$ cat src/rtl/wr_sched_if.sv
// Write-channel handshake bundle between two AXI masters, three slaves and
// the write scheduler. Payload muxes are external; only valid/ready, WLAST,
// AWADDR/AWLEN and the steering outputs travel here.
//   slave  : scheduler view (takes master/slave handshakes, drives gated ones)
//   master : environment view (drives masters and slave responses)
interface wr_sched_if;
  // Master-side inputs to the scheduler
  logic        AWVALID_M0, AWVALID_M1;
  logic [31:0] AWADDR_M0,  AWADDR_M1;
  logic [3:0]  AWLEN_M0,   AWLEN_M1;
  logic        WVALID_M0,  WVALID_M1;
  logic        WLAST_M0,   WLAST_M1;
  logic        BREADY_M0,  BREADY_M1;
  // Slave-side inputs to the scheduler
  logic        AWREADY_S0, AWREADY_S1, AWREADY_S2;
  logic        WREADY_S0,  WREADY_S1,  WREADY_S2;
  logic        BVALID_S0,  BVALID_S1,  BVALID_S2;
  // Gated handshakes toward the slaves
  logic        AWVALID_S0, AWVALID_S1, AWVALID_S2;
  logic        WVALID_S0,  WVALID_S1,  WVALID_S2;
  logic        BREADY_S0,  BREADY_S1,  BREADY_S2;
  // Gated handshakes toward the masters
  logic        AWREADY_M0, AWREADY_M1;
  logic        WREADY_M0,  WREADY_M1;
  logic        BVALID_M0,  BVALID_M1;
  // Steering and status
  logic [1:0]  grant;
  logic [2:0]  slave_sel;
  logic        proto_err;

  modport slave (
    input  AWVALID_M0, AWVALID_M1, AWADDR_M0, AWADDR_M1, AWLEN_M0, AWLEN_M1,
           WVALID_M0, WVALID_M1, WLAST_M0, WLAST_M1, BREADY_M0, BREADY_M1,
           AWREADY_S0, AWREADY_S1, AWREADY_S2,
           WREADY_S0, WREADY_S1, WREADY_S2,
           BVALID_S0, BVALID_S1, BVALID_S2,
    output AWVALID_S0, AWVALID_S1, AWVALID_S2,
           WVALID_S0, WVALID_S1, WVALID_S2,
           BREADY_S0, BREADY_S1, BREADY_S2,
           AWREADY_M0, AWREADY_M1, WREADY_M0, WREADY_M1, BVALID_M0, BVALID_M1,
           grant, slave_sel, proto_err
  );

  modport master (
    output AWVALID_M0, AWVALID_M1, AWADDR_M0, AWADDR_M1, AWLEN_M0, AWLEN_M1,
           WVALID_M0, WVALID_M1, WLAST_M0, WLAST_M1, BREADY_M0, BREADY_M1,
           AWREADY_S0, AWREADY_S1, AWREADY_S2,
           WREADY_S0, WREADY_S1, WREADY_S2,
           BVALID_S0, BVALID_S1, BVALID_S2,
    input  AWVALID_S0, AWVALID_S1, AWVALID_S2,
           WVALID_S0, WVALID_S1, WVALID_S2,
           BREADY_S0, BREADY_S1, BREADY_S2,
           AWREADY_M0, AWREADY_M1, WREADY_M0, WREADY_M1, BVALID_M0, BVALID_M1,
           grant, slave_sel, proto_err
  );
endinterface

$ cat src/rtl/wr_sched.sv
// Write-channel scheduler: round-robin grant of M0/M1, address decode to
// S0/S1/S2 (S2 default), strict AW -> W -> B sequencing, burst-length check.
// Ports:
//   clk  - clock
//   rst  - asynchronous active-high reset
//   bus  - wr_sched_if.slave: master/slave handshakes in, gated handshakes,
//          grant (one-hot master), slave_sel (one-hot slave), proto_err out
module wr_sched #(
  parameter logic [31:0] S0_BASE = 32'h0000_0000,
  parameter logic [31:0] S1_BASE = 32'h0001_0000
) (
  input  logic        clk,
  input  logic        rst,
  wr_sched_if.slave   bus
);

  localparam int unsigned NM = 2;
  localparam int unsigned NS = 3;
  localparam int unsigned LW = 4;
  localparam logic [31:0] REGION_MASK = 32'hFFFF_0000;

  typedef enum logic [1:0] {IDLE, ADDR, DATA, RESP} state_t;

  state_t          r_state, w_state_nxt;
  logic [NM-1:0]   r_grant, w_grant_nxt;
  logic [NM-1:0]   r_rr_last, w_rr_last_nxt;
  logic [NS-1:0]   r_slave_sel, w_slave_sel_nxt;
  logic [LW-1:0]   r_len_q, w_len_q_nxt;
  logic [LW-1:0]   r_beat_cnt, w_beat_cnt_nxt;
  logic            r_proto_err, w_proto_err_nxt;

  // One-hot region decode; XOR/mask compares the upper half-word only
  function automatic logic [NS-1:0] f_decode(input logic [31:0] addr);
    if (((addr ^ S0_BASE) & REGION_MASK) == 32'h0)      return 3'b001;
    else if (((addr ^ S1_BASE) & REGION_MASK) == 32'h0) return 3'b010;
    else                                                return 3'b100;
  endfunction

  // Arbitration candidate: on a tie the master that did not go last wins
  logic [NM-1:0] w_req, w_pick;
  logic [31:0]   w_pick_addr;
  logic [LW-1:0] w_pick_len;
  assign w_req       = {bus.AWVALID_M1, bus.AWVALID_M0};
  assign w_pick      = (&w_req) ? ~r_rr_last : w_req;
  assign w_pick_addr = w_pick[1] ? bus.AWADDR_M1 : bus.AWADDR_M0;
  assign w_pick_len  = w_pick[1] ? bus.AWLEN_M1  : bus.AWLEN_M0;

  // Live handshakes of the granted master and the selected slave
  logic w_awv_m, w_wv_m, w_wlast_m, w_br_m;
  logic w_awr_s, w_wr_s, w_bv_s;
  assign w_awv_m   = |(r_grant & {bus.AWVALID_M1, bus.AWVALID_M0});
  assign w_wv_m    = |(r_grant & {bus.WVALID_M1,  bus.WVALID_M0});
  assign w_wlast_m = |(r_grant & {bus.WLAST_M1,   bus.WLAST_M0});
  assign w_br_m    = |(r_grant & {bus.BREADY_M1,  bus.BREADY_M0});
  assign w_awr_s   = |(r_slave_sel & {bus.AWREADY_S2, bus.AWREADY_S1, bus.AWREADY_S0});
  assign w_wr_s    = |(r_slave_sel & {bus.WREADY_S2,  bus.WREADY_S1,  bus.WREADY_S0});
  assign w_bv_s    = |(r_slave_sel & {bus.BVALID_S2,  bus.BVALID_S1,  bus.BVALID_S0});

  // State and control registers
  always_ff @(posedge clk or posedge rst) begin
    if (rst) begin
      r_state     <= IDLE;
      r_grant     <= '0;
      r_slave_sel <= '0;
      r_len_q     <= '0;
      r_beat_cnt  <= '0;
      r_rr_last   <= 2'b10;
      r_proto_err <= 1'b0;
    end else begin
      r_state     <= w_state_nxt;
      r_grant     <= w_grant_nxt;
      r_slave_sel <= w_slave_sel_nxt;
      r_len_q     <= w_len_q_nxt;
      r_beat_cnt  <= w_beat_cnt_nxt;
      r_rr_last   <= w_rr_last_nxt;
      r_proto_err <= w_proto_err_nxt;
    end
  end

  // Next-state and control
  always_comb begin
    w_state_nxt     = r_state;
    w_grant_nxt     = r_grant;
    w_slave_sel_nxt = r_slave_sel;
    w_len_q_nxt     = r_len_q;
    w_beat_cnt_nxt  = r_beat_cnt;
    w_rr_last_nxt   = r_rr_last;
    w_proto_err_nxt = 1'b0;
    unique case (r_state)
      IDLE: begin
        w_grant_nxt     = '0;
        w_slave_sel_nxt = '0;
        if (|w_req) begin
          w_grant_nxt     = w_pick;
          w_slave_sel_nxt = f_decode(w_pick_addr);
          w_len_q_nxt     = w_pick_len;
          w_state_nxt     = ADDR;
        end
      end
      ADDR: begin
        if (w_awv_m && w_awr_s) begin
          w_beat_cnt_nxt = '0;
          w_state_nxt    = DATA;
        end
      end
      DATA: begin
        if (w_wv_m && w_wr_s) begin
          if (w_wlast_m) begin
            w_proto_err_nxt = (r_beat_cnt != r_len_q);
            w_state_nxt     = RESP;
          end else if (r_beat_cnt == r_len_q) begin
            // Overlong burst: flag every extra beat, counter saturates
            w_proto_err_nxt = 1'b1;
          end else begin
            w_beat_cnt_nxt = LW'(r_beat_cnt + 4'd1);
          end
        end
      end
      RESP: begin
        if (w_br_m && w_bv_s) begin
          w_rr_last_nxt   = r_grant;
          w_grant_nxt     = '0;
          w_slave_sel_nxt = '0;
          w_state_nxt     = IDLE;
        end
      end
      default: w_state_nxt = IDLE;
    endcase
  end

  // Gated handshakes: combinational from phase, steering and live inputs
  logic w_ph_addr, w_ph_data, w_ph_resp;
  assign w_ph_addr = (r_state == ADDR);
  assign w_ph_data = (r_state == DATA);
  assign w_ph_resp = (r_state == RESP);

  logic [NS-1:0] w_awv_s, w_wv_s, w_br_s;
  logic [NM-1:0] w_awr_m, w_wr_m, w_bv_m;
  assign w_awv_s = (w_ph_addr && w_awv_m) ? r_slave_sel : '0;
  assign w_wv_s  = (w_ph_data && w_wv_m)  ? r_slave_sel : '0;
  assign w_br_s  = (w_ph_resp && w_br_m)  ? r_slave_sel : '0;
  assign w_awr_m = (w_ph_addr && w_awr_s) ? r_grant : '0;
  assign w_wr_m  = (w_ph_data && w_wr_s)  ? r_grant : '0;
  assign w_bv_m  = (w_ph_resp && w_bv_s)  ? r_grant : '0;

  assign {bus.AWVALID_S2, bus.AWVALID_S1, bus.AWVALID_S0} = w_awv_s;
  assign {bus.WVALID_S2,  bus.WVALID_S1,  bus.WVALID_S0}  = w_wv_s;
  assign {bus.BREADY_S2,  bus.BREADY_S1,  bus.BREADY_S0}  = w_br_s;
  assign {bus.AWREADY_M1, bus.AWREADY_M0} = w_awr_m;
  assign {bus.WREADY_M1,  bus.WREADY_M0}  = w_wr_m;
  assign {bus.BVALID_M1,  bus.BVALID_M0}  = w_bv_m;

  assign bus.grant     = r_grant;
  assign bus.slave_sel = r_slave_sel;
  assign bus.proto_err = r_proto_err;

endmodule
$ cat src/flat_wrapper.sv
// flat-port wrapper written by rule: the top's interface ports become plain ports
module wr_sched_flat 
#(
  parameter logic [31:0] S0_BASE = 32'h0000_0000,
  parameter logic [31:0] S1_BASE = 32'h0001_0000
)
  (clk, rst, bus_AWVALID_M0, bus_AWVALID_M1, bus_AWADDR_M0, bus_AWADDR_M1, bus_AWLEN_M0, bus_AWLEN_M1, bus_WVALID_M0, bus_WVALID_M1, bus_WLAST_M0, bus_WLAST_M1, bus_BREADY_M0, bus_BREADY_M1, bus_AWREADY_S0, bus_AWREADY_S1, bus_AWREADY_S2, bus_WREADY_S0, bus_WREADY_S1, bus_WREADY_S2, bus_BVALID_S0, bus_BVALID_S1, bus_BVALID_S2, bus_AWVALID_S0, bus_AWVALID_S1, bus_AWVALID_S2, bus_WVALID_S0, bus_WVALID_S1, bus_WVALID_S2, bus_BREADY_S0, bus_BREADY_S1, bus_BREADY_S2, bus_AWREADY_M0, bus_AWREADY_M1, bus_WREADY_M0, bus_WREADY_M1, bus_BVALID_M0, bus_BVALID_M1, bus_grant, bus_slave_sel, bus_proto_err);
  wr_sched_if bus_i ();
  input  logic clk;
  input  logic rst;
  input wire logic [$bits(bus_i.AWVALID_M0)-1:0] bus_AWVALID_M0;
  input wire logic [$bits(bus_i.AWVALID_M1)-1:0] bus_AWVALID_M1;
  input wire logic [$bits(bus_i.AWADDR_M0)-1:0] bus_AWADDR_M0;
  input wire logic [$bits(bus_i.AWADDR_M1)-1:0] bus_AWADDR_M1;
  input wire logic [$bits(bus_i.AWLEN_M0)-1:0] bus_AWLEN_M0;
  input wire logic [$bits(bus_i.AWLEN_M1)-1:0] bus_AWLEN_M1;
  input wire logic [$bits(bus_i.WVALID_M0)-1:0] bus_WVALID_M0;
  input wire logic [$bits(bus_i.WVALID_M1)-1:0] bus_WVALID_M1;
  input wire logic [$bits(bus_i.WLAST_M0)-1:0] bus_WLAST_M0;
  input wire logic [$bits(bus_i.WLAST_M1)-1:0] bus_WLAST_M1;
  input wire logic [$bits(bus_i.BREADY_M0)-1:0] bus_BREADY_M0;
  input wire logic [$bits(bus_i.BREADY_M1)-1:0] bus_BREADY_M1;
  input wire logic [$bits(bus_i.AWREADY_S0)-1:0] bus_AWREADY_S0;
  input wire logic [$bits(bus_i.AWREADY_S1)-1:0] bus_AWREADY_S1;
  input wire logic [$bits(bus_i.AWREADY_S2)-1:0] bus_AWREADY_S2;
  input wire logic [$bits(bus_i.WREADY_S0)-1:0] bus_WREADY_S0;
  input wire logic [$bits(bus_i.WREADY_S1)-1:0] bus_WREADY_S1;
  input wire logic [$bits(bus_i.WREADY_S2)-1:0] bus_WREADY_S2;
  input wire logic [$bits(bus_i.BVALID_S0)-1:0] bus_BVALID_S0;
  input wire logic [$bits(bus_i.BVALID_S1)-1:0] bus_BVALID_S1;
  input wire logic [$bits(bus_i.BVALID_S2)-1:0] bus_BVALID_S2;
  output wire logic [$bits(bus_i.AWVALID_S0)-1:0] bus_AWVALID_S0;
  output wire logic [$bits(bus_i.AWVALID_S1)-1:0] bus_AWVALID_S1;
  output wire logic [$bits(bus_i.AWVALID_S2)-1:0] bus_AWVALID_S2;
  output wire logic [$bits(bus_i.WVALID_S0)-1:0] bus_WVALID_S0;
  output wire logic [$bits(bus_i.WVALID_S1)-1:0] bus_WVALID_S1;
  output wire logic [$bits(bus_i.WVALID_S2)-1:0] bus_WVALID_S2;
  output wire logic [$bits(bus_i.BREADY_S0)-1:0] bus_BREADY_S0;
  output wire logic [$bits(bus_i.BREADY_S1)-1:0] bus_BREADY_S1;
  output wire logic [$bits(bus_i.BREADY_S2)-1:0] bus_BREADY_S2;
  output wire logic [$bits(bus_i.AWREADY_M0)-1:0] bus_AWREADY_M0;
  output wire logic [$bits(bus_i.AWREADY_M1)-1:0] bus_AWREADY_M1;
  output wire logic [$bits(bus_i.WREADY_M0)-1:0] bus_WREADY_M0;
  output wire logic [$bits(bus_i.WREADY_M1)-1:0] bus_WREADY_M1;
  output wire logic [$bits(bus_i.BVALID_M0)-1:0] bus_BVALID_M0;
  output wire logic [$bits(bus_i.BVALID_M1)-1:0] bus_BVALID_M1;
  output wire logic [$bits(bus_i.grant)-1:0] bus_grant;
  output wire logic [$bits(bus_i.slave_sel)-1:0] bus_slave_sel;
  output wire logic [$bits(bus_i.proto_err)-1:0] bus_proto_err;
  assign bus_i.AWVALID_M0 = bus_AWVALID_M0;
  assign bus_i.AWVALID_M1 = bus_AWVALID_M1;
  assign bus_i.AWADDR_M0 = bus_AWADDR_M0;
  assign bus_i.AWADDR_M1 = bus_AWADDR_M1;
  assign bus_i.AWLEN_M0 = bus_AWLEN_M0;
  assign bus_i.AWLEN_M1 = bus_AWLEN_M1;
  assign bus_i.WVALID_M0 = bus_WVALID_M0;
  assign bus_i.WVALID_M1 = bus_WVALID_M1;
  assign bus_i.WLAST_M0 = bus_WLAST_M0;
  assign bus_i.WLAST_M1 = bus_WLAST_M1;
  assign bus_i.BREADY_M0 = bus_BREADY_M0;
  assign bus_i.BREADY_M1 = bus_BREADY_M1;
  assign bus_i.AWREADY_S0 = bus_AWREADY_S0;
  assign bus_i.AWREADY_S1 = bus_AWREADY_S1;
  assign bus_i.AWREADY_S2 = bus_AWREADY_S2;
  assign bus_i.WREADY_S0 = bus_WREADY_S0;
  assign bus_i.WREADY_S1 = bus_WREADY_S1;
  assign bus_i.WREADY_S2 = bus_WREADY_S2;
  assign bus_i.BVALID_S0 = bus_BVALID_S0;
  assign bus_i.BVALID_S1 = bus_BVALID_S1;
  assign bus_i.BVALID_S2 = bus_BVALID_S2;
  assign bus_AWVALID_S0 = bus_i.AWVALID_S0;
  assign bus_AWVALID_S1 = bus_i.AWVALID_S1;
  assign bus_AWVALID_S2 = bus_i.AWVALID_S2;
  assign bus_WVALID_S0 = bus_i.WVALID_S0;
  assign bus_WVALID_S1 = bus_i.WVALID_S1;
  assign bus_WVALID_S2 = bus_i.WVALID_S2;
  assign bus_BREADY_S0 = bus_i.BREADY_S0;
  assign bus_BREADY_S1 = bus_i.BREADY_S1;
  assign bus_BREADY_S2 = bus_i.BREADY_S2;
  assign bus_AWREADY_M0 = bus_i.AWREADY_M0;
  assign bus_AWREADY_M1 = bus_i.AWREADY_M1;
  assign bus_WREADY_M0 = bus_i.WREADY_M0;
  assign bus_WREADY_M1 = bus_i.WREADY_M1;
  assign bus_BVALID_M0 = bus_i.BVALID_M0;
  assign bus_BVALID_M1 = bus_i.BVALID_M1;
  assign bus_grant = bus_i.grant;
  assign bus_slave_sel = bus_i.slave_sel;
  assign bus_proto_err = bus_i.proto_err;
  wr_sched #(.S0_BASE(S0_BASE), .S1_BASE(S1_BASE)) u_core (.clk(clk), .rst(rst), .bus(bus_i));
endmodule
$ cat config.mk
export PLATFORM = sky130hd
export DESIGN_NAME = wr_sched_flat
export DESIGN_NICKNAME = d
export VERILOG_FILES = /design/src/rtl/wr_sched_if.sv /design/src/rtl/wr_sched.sv /design/src/flat_wrapper.sv
export SDC_FILE = /design/constraint.sdc
export NUM_CORES = 1
export LEC_CHECK = 0
export BUFFER_PORTS_ARGS = -buffer_cell sky130_fd_sc_hd__buf_2
export CORE_MARGIN = 5
export CORE_UTILIZATION = 42
export CTS_CLUSTER_SIZE = 16
export DETAILED_ROUTE_END_ITERATION = 10
export HOLD_SLACK_MARGIN = 0.06
export PLACE_DENSITY_LB_ADDON = 0.25
export SYNTH_ARGS = -nofsm -noshare
export SYNTH_HDL_FRONTEND = slang
export SYNTH_SLANG_ARGS = --single-unit
$ cat constraint.sdc
create_clock -name clk -period 4.6 [get_ports clk]
set_input_delay 0.46 -clock clk [delete_from_list [all_inputs] [get_ports clk]]
set_output_delay 0.46 -clock clk [all_outputs]
set_load 0.02 [all_outputs]
==> flow_metrics.py <==
metrics = {
    "clocking": {
        "cts_hold_buf": 0,
        "numClockSinks": 18,
        "cts_tree": "yes",
        "numCtsBuffers": 3,
        "cts_root_buffer": "clkbuf_4",
        "htree_num_levels": 1,
        "postCtsSetupBuffers": 0,
        "cts_resized": 0,
        "path_clk_slew_ps": 110,
        "clock_latency_ps": 300,
        "clk_path_buf_depth": 2,
    },
    "placement": {
        "placement.cell_area_um2": 1773,
        "gp_congestion": 0.7708,
        "portBuffers": 79,
        "pre_cts_ws_ps": 2652,
        "hpwl_um": 2921,
    },
    "critical_path": {
        "cp-end-kind": "output pin",
        "r2r-start": "u_core.r_state[0]",
        "rrSetupSlack_ps": 2620,
        "startpoint": "u_core.r_state[0]",
        "critPathSlowestCell": "dfrtp_1",
        "r2r-end": "u_core.r_beat_cnt[1]",
        "worstPathRequired_ps": 4140,
        "crit_arrival_ps": 1790,
        "reg2regPathDepth": 6,
        "crit_path_max_incr_delay_ps": 410,
        "cp_common_cell": "inv_1",
        "worstPathCellList": "inv_1 > ha_1 > inv_1 > nor2_1 > and2_2 > buf_2",
        "startpoint_type": "flop",
        "cp_max_fo": 11,
        "crit_type": "flop to output pin",
    },
    "sta": {
        "finalHoldViolations": 0,
        "max_freq_ghz": 0.4447,
        "max_slew.worst_pin.slew_ps": 699.8,
        "rsz0062_at_grt": "false",
        "finalCritPeriodShare_pct": 48.89,
        "worst_slack_ps": 2351,
        "finalClockSkew_ps": 3.647,
        "period_needed_ps": 2249,
        "slew_viol_final": 0,
        "max_slew_margin_pct": 53.30,
        "setup_viol": 0,
        "finalSetupTns_ps": 0,
    },
    "global_routing": {
        "antenna_found_initial": 0,
        "grt_pass1_wl_um": 5920,
        "grt.total_usage_pct": 16.72,
        "grt_max_degree": 19,
        "grt_pass1_vias": 1432,
        "globalRouteOverflowTotal": 0,
    },
    "drt": {
        "drt_iter0_drc": 61,
        "routed_wl_um": 3602,
        "drcViolationCount": 0,
        "viasPerCell": 5.309,
        "vias": 1407,
        "wl_per_cell_um": 13.59,
        "antenna_left": 0,
        "drt-pass1-iter-count": 4,
    },
    "yosys": {
        "synthMuxAreaShare_pct": 8.178,
        "synth_top_family_by_area": "simple AND/OR/NAND/NOR gates",
        "yosysTopAreaCell": "dfrtp_1",
        "synth_fa_ha_area_share_pct": 4.647,
        "synth_area_leaders": "dfrtp_1, ha_1, nand2_1, mux2i_1, mux2_2",
        "synth_area_um2": 1346,
        "yosysWarnings": 0,
        "synth_nets": 238,
        "synth_area_per_cell_um2": 9.481,
        "synth_compound_area_share_pct": 21.19,
        "synth_edf_count": 0,
        "yosys_most_used_dff": "dfrtp_1",
        "ys_types": 46,
        "yosys.area_share.simple_pct": 25.74,
        "seq_area_frac_synth_pct": 33.55,
        "netlist_instances": 142,
        "synthArstFlopShare_pct": 100.0,
        "synth_xor_area_share_pct": 3.253,
        "synth.top_cell.area_share_pct": 31.60,
        "ys_ff_latch": 18,
    },
    "power": {
        "power_density_nw_per_um2": 162.4,
        "cellInternalPower_uw": 227.5,
        "switching_share_pct": 22.57,
        "clkPwrFrac_pct": 33.9,
        "power_switching_uw": 66.33,
        "p_leak_nw": 0.9752,
        "seqPwrFrac_pct": 53.8,
        "pwr-share-comb_pct": 12.2,
        "ir_drop_mv": 0.1565,
    },
    "layout": {
        "final_cell_area_um2": 1809,
        "mostFrequentLayoutCell": "buf_2",
        "nFillCells": 311,
        "nNetsFinal": 318,
        "utilization_pct": 59.26,
        "layout-drive-gt1-share_pct": 45.25,
        "diodes": 0,
        "layout_common_cells": "buf_2, dfrtp_1, nand2_1, nor2_1",
        "area_delta_synth_final_pct": 34.39,
    },
    "floorplanning": {
        "rows": 20,
        "die_area_um2": 4438,
        "pin_count": 112,
        "fp.dieH_um": 66.62,
        "design.core.area_um2": 3053,
        "initial_core_util_pct": 44.10,
        "die_w_um": 66.62,
    },
    "run": {
        "cap_violations": 0,
    },
    "run_status": {
        "outcome": "complete, no violations",
    },
    "hold_path": {
        "min_path_type": "input port to async pin",
    },
}
## sequential cells by signal, indices dropped and copies added, names as in the netlist
signal,cells
u_core.bus.proto_err,1
u_core.bus.slave_sel,3
u_core.r_rr_last,2
u_core.r_len_q,4
u_core.r_beat_cnt,4
u_core.bus.grant,2
u_core.r_state,2
## cells in the mapped netlist (2+ instances only)
master,number
nor4_1,6
nor3_1,3
nand2_1,15
inv_1,6
nor2_1,8
and3_1,6
nor3b_1,2
nand4_1,3
a221o_1,4
a222oi_1,2
ha_1,5
mux2i_1,5
and2_1,6
and2_2,2
xor2_1,4
o21ai_0,5
o21ai_1,3
a22o_1,3
buf_4,2
dfrtp_1,17
a21oi_1,2
mux2_2,4
a22oi_1,5
o211a_1,2
## worst max path at each step
stage / to / slack [ps]
after floorplan: bus_BVALID_M0 / 2800
after global placement: u_core.r_beat_cnt[1] / 2660
after detailed placement: u_core.r_beat_cnt[1] / 2650
after CTS: bus_WVALID_S0 / 2340
after global routing: bus_WVALID_S0 / 2160
final: bus_WVALID_S0 / 2350
## power by group through the flow
stage / sequential (mW) / combinational [mW] / clock [mW]
2_1_floorplan: 0.161 / 0.00856 / 0
3_3_place_gp: 0.161 / 0.0357 / 0
3_5_place_dp: 0.161 / 0.0365 / 0
4_1_cts: 0.158 / 0.0366 / 0.102
5_1_grt: 0.158 / 0.0405 / 0.104
6_report: 0.158 / 0.0359 / 0.0997
## layout make-up
class	count	area, um^2	area share (%)
repair buffers	79	395.4	21.85
well taps	44	55.05	3.043
multi-input cells	114	848.3	46.89
clock buffers	4	36.28	2.006
flip-flops and latches	18	451.7	24.97
inverters	6	22.52	1.245
## per-layer routing
metal | track usage [%] | share of wire, %
met4 | 3.807 | 0.72
met1 | 21.97 | 47
met3 | 2.698 | 9.4
met2 | 28.59 | 43
met5 | 0 | 0
## kinds of logic after synthesis
logic type	Yosys count
xor+xnor	5
mux	10
simple gates	60
buf+inv	10
flops	18
compound gates	34
fa+ha+maj	5
## worst max-delay path: cells and delay by family, from the launching register on
family                     cells  cell delay [ps]
adders and majority gates      1              370
DFF                            1              410
buffers and inverters          3              380
and+or+nand+nor                2              330
## metrics by stage
step                power (mW)  hold WS (ps)  instances
finish                  0.2938         250.6        265
global route            0.3026         324.5        265
CTS                     0.2965         268.4        265
detailed placement      0.1977         493.5        261
global placement        0.1969         481.1        261
floorplan               0.1698         397.8        142
No activity file was read; power rests on OpenSTA's default activity.
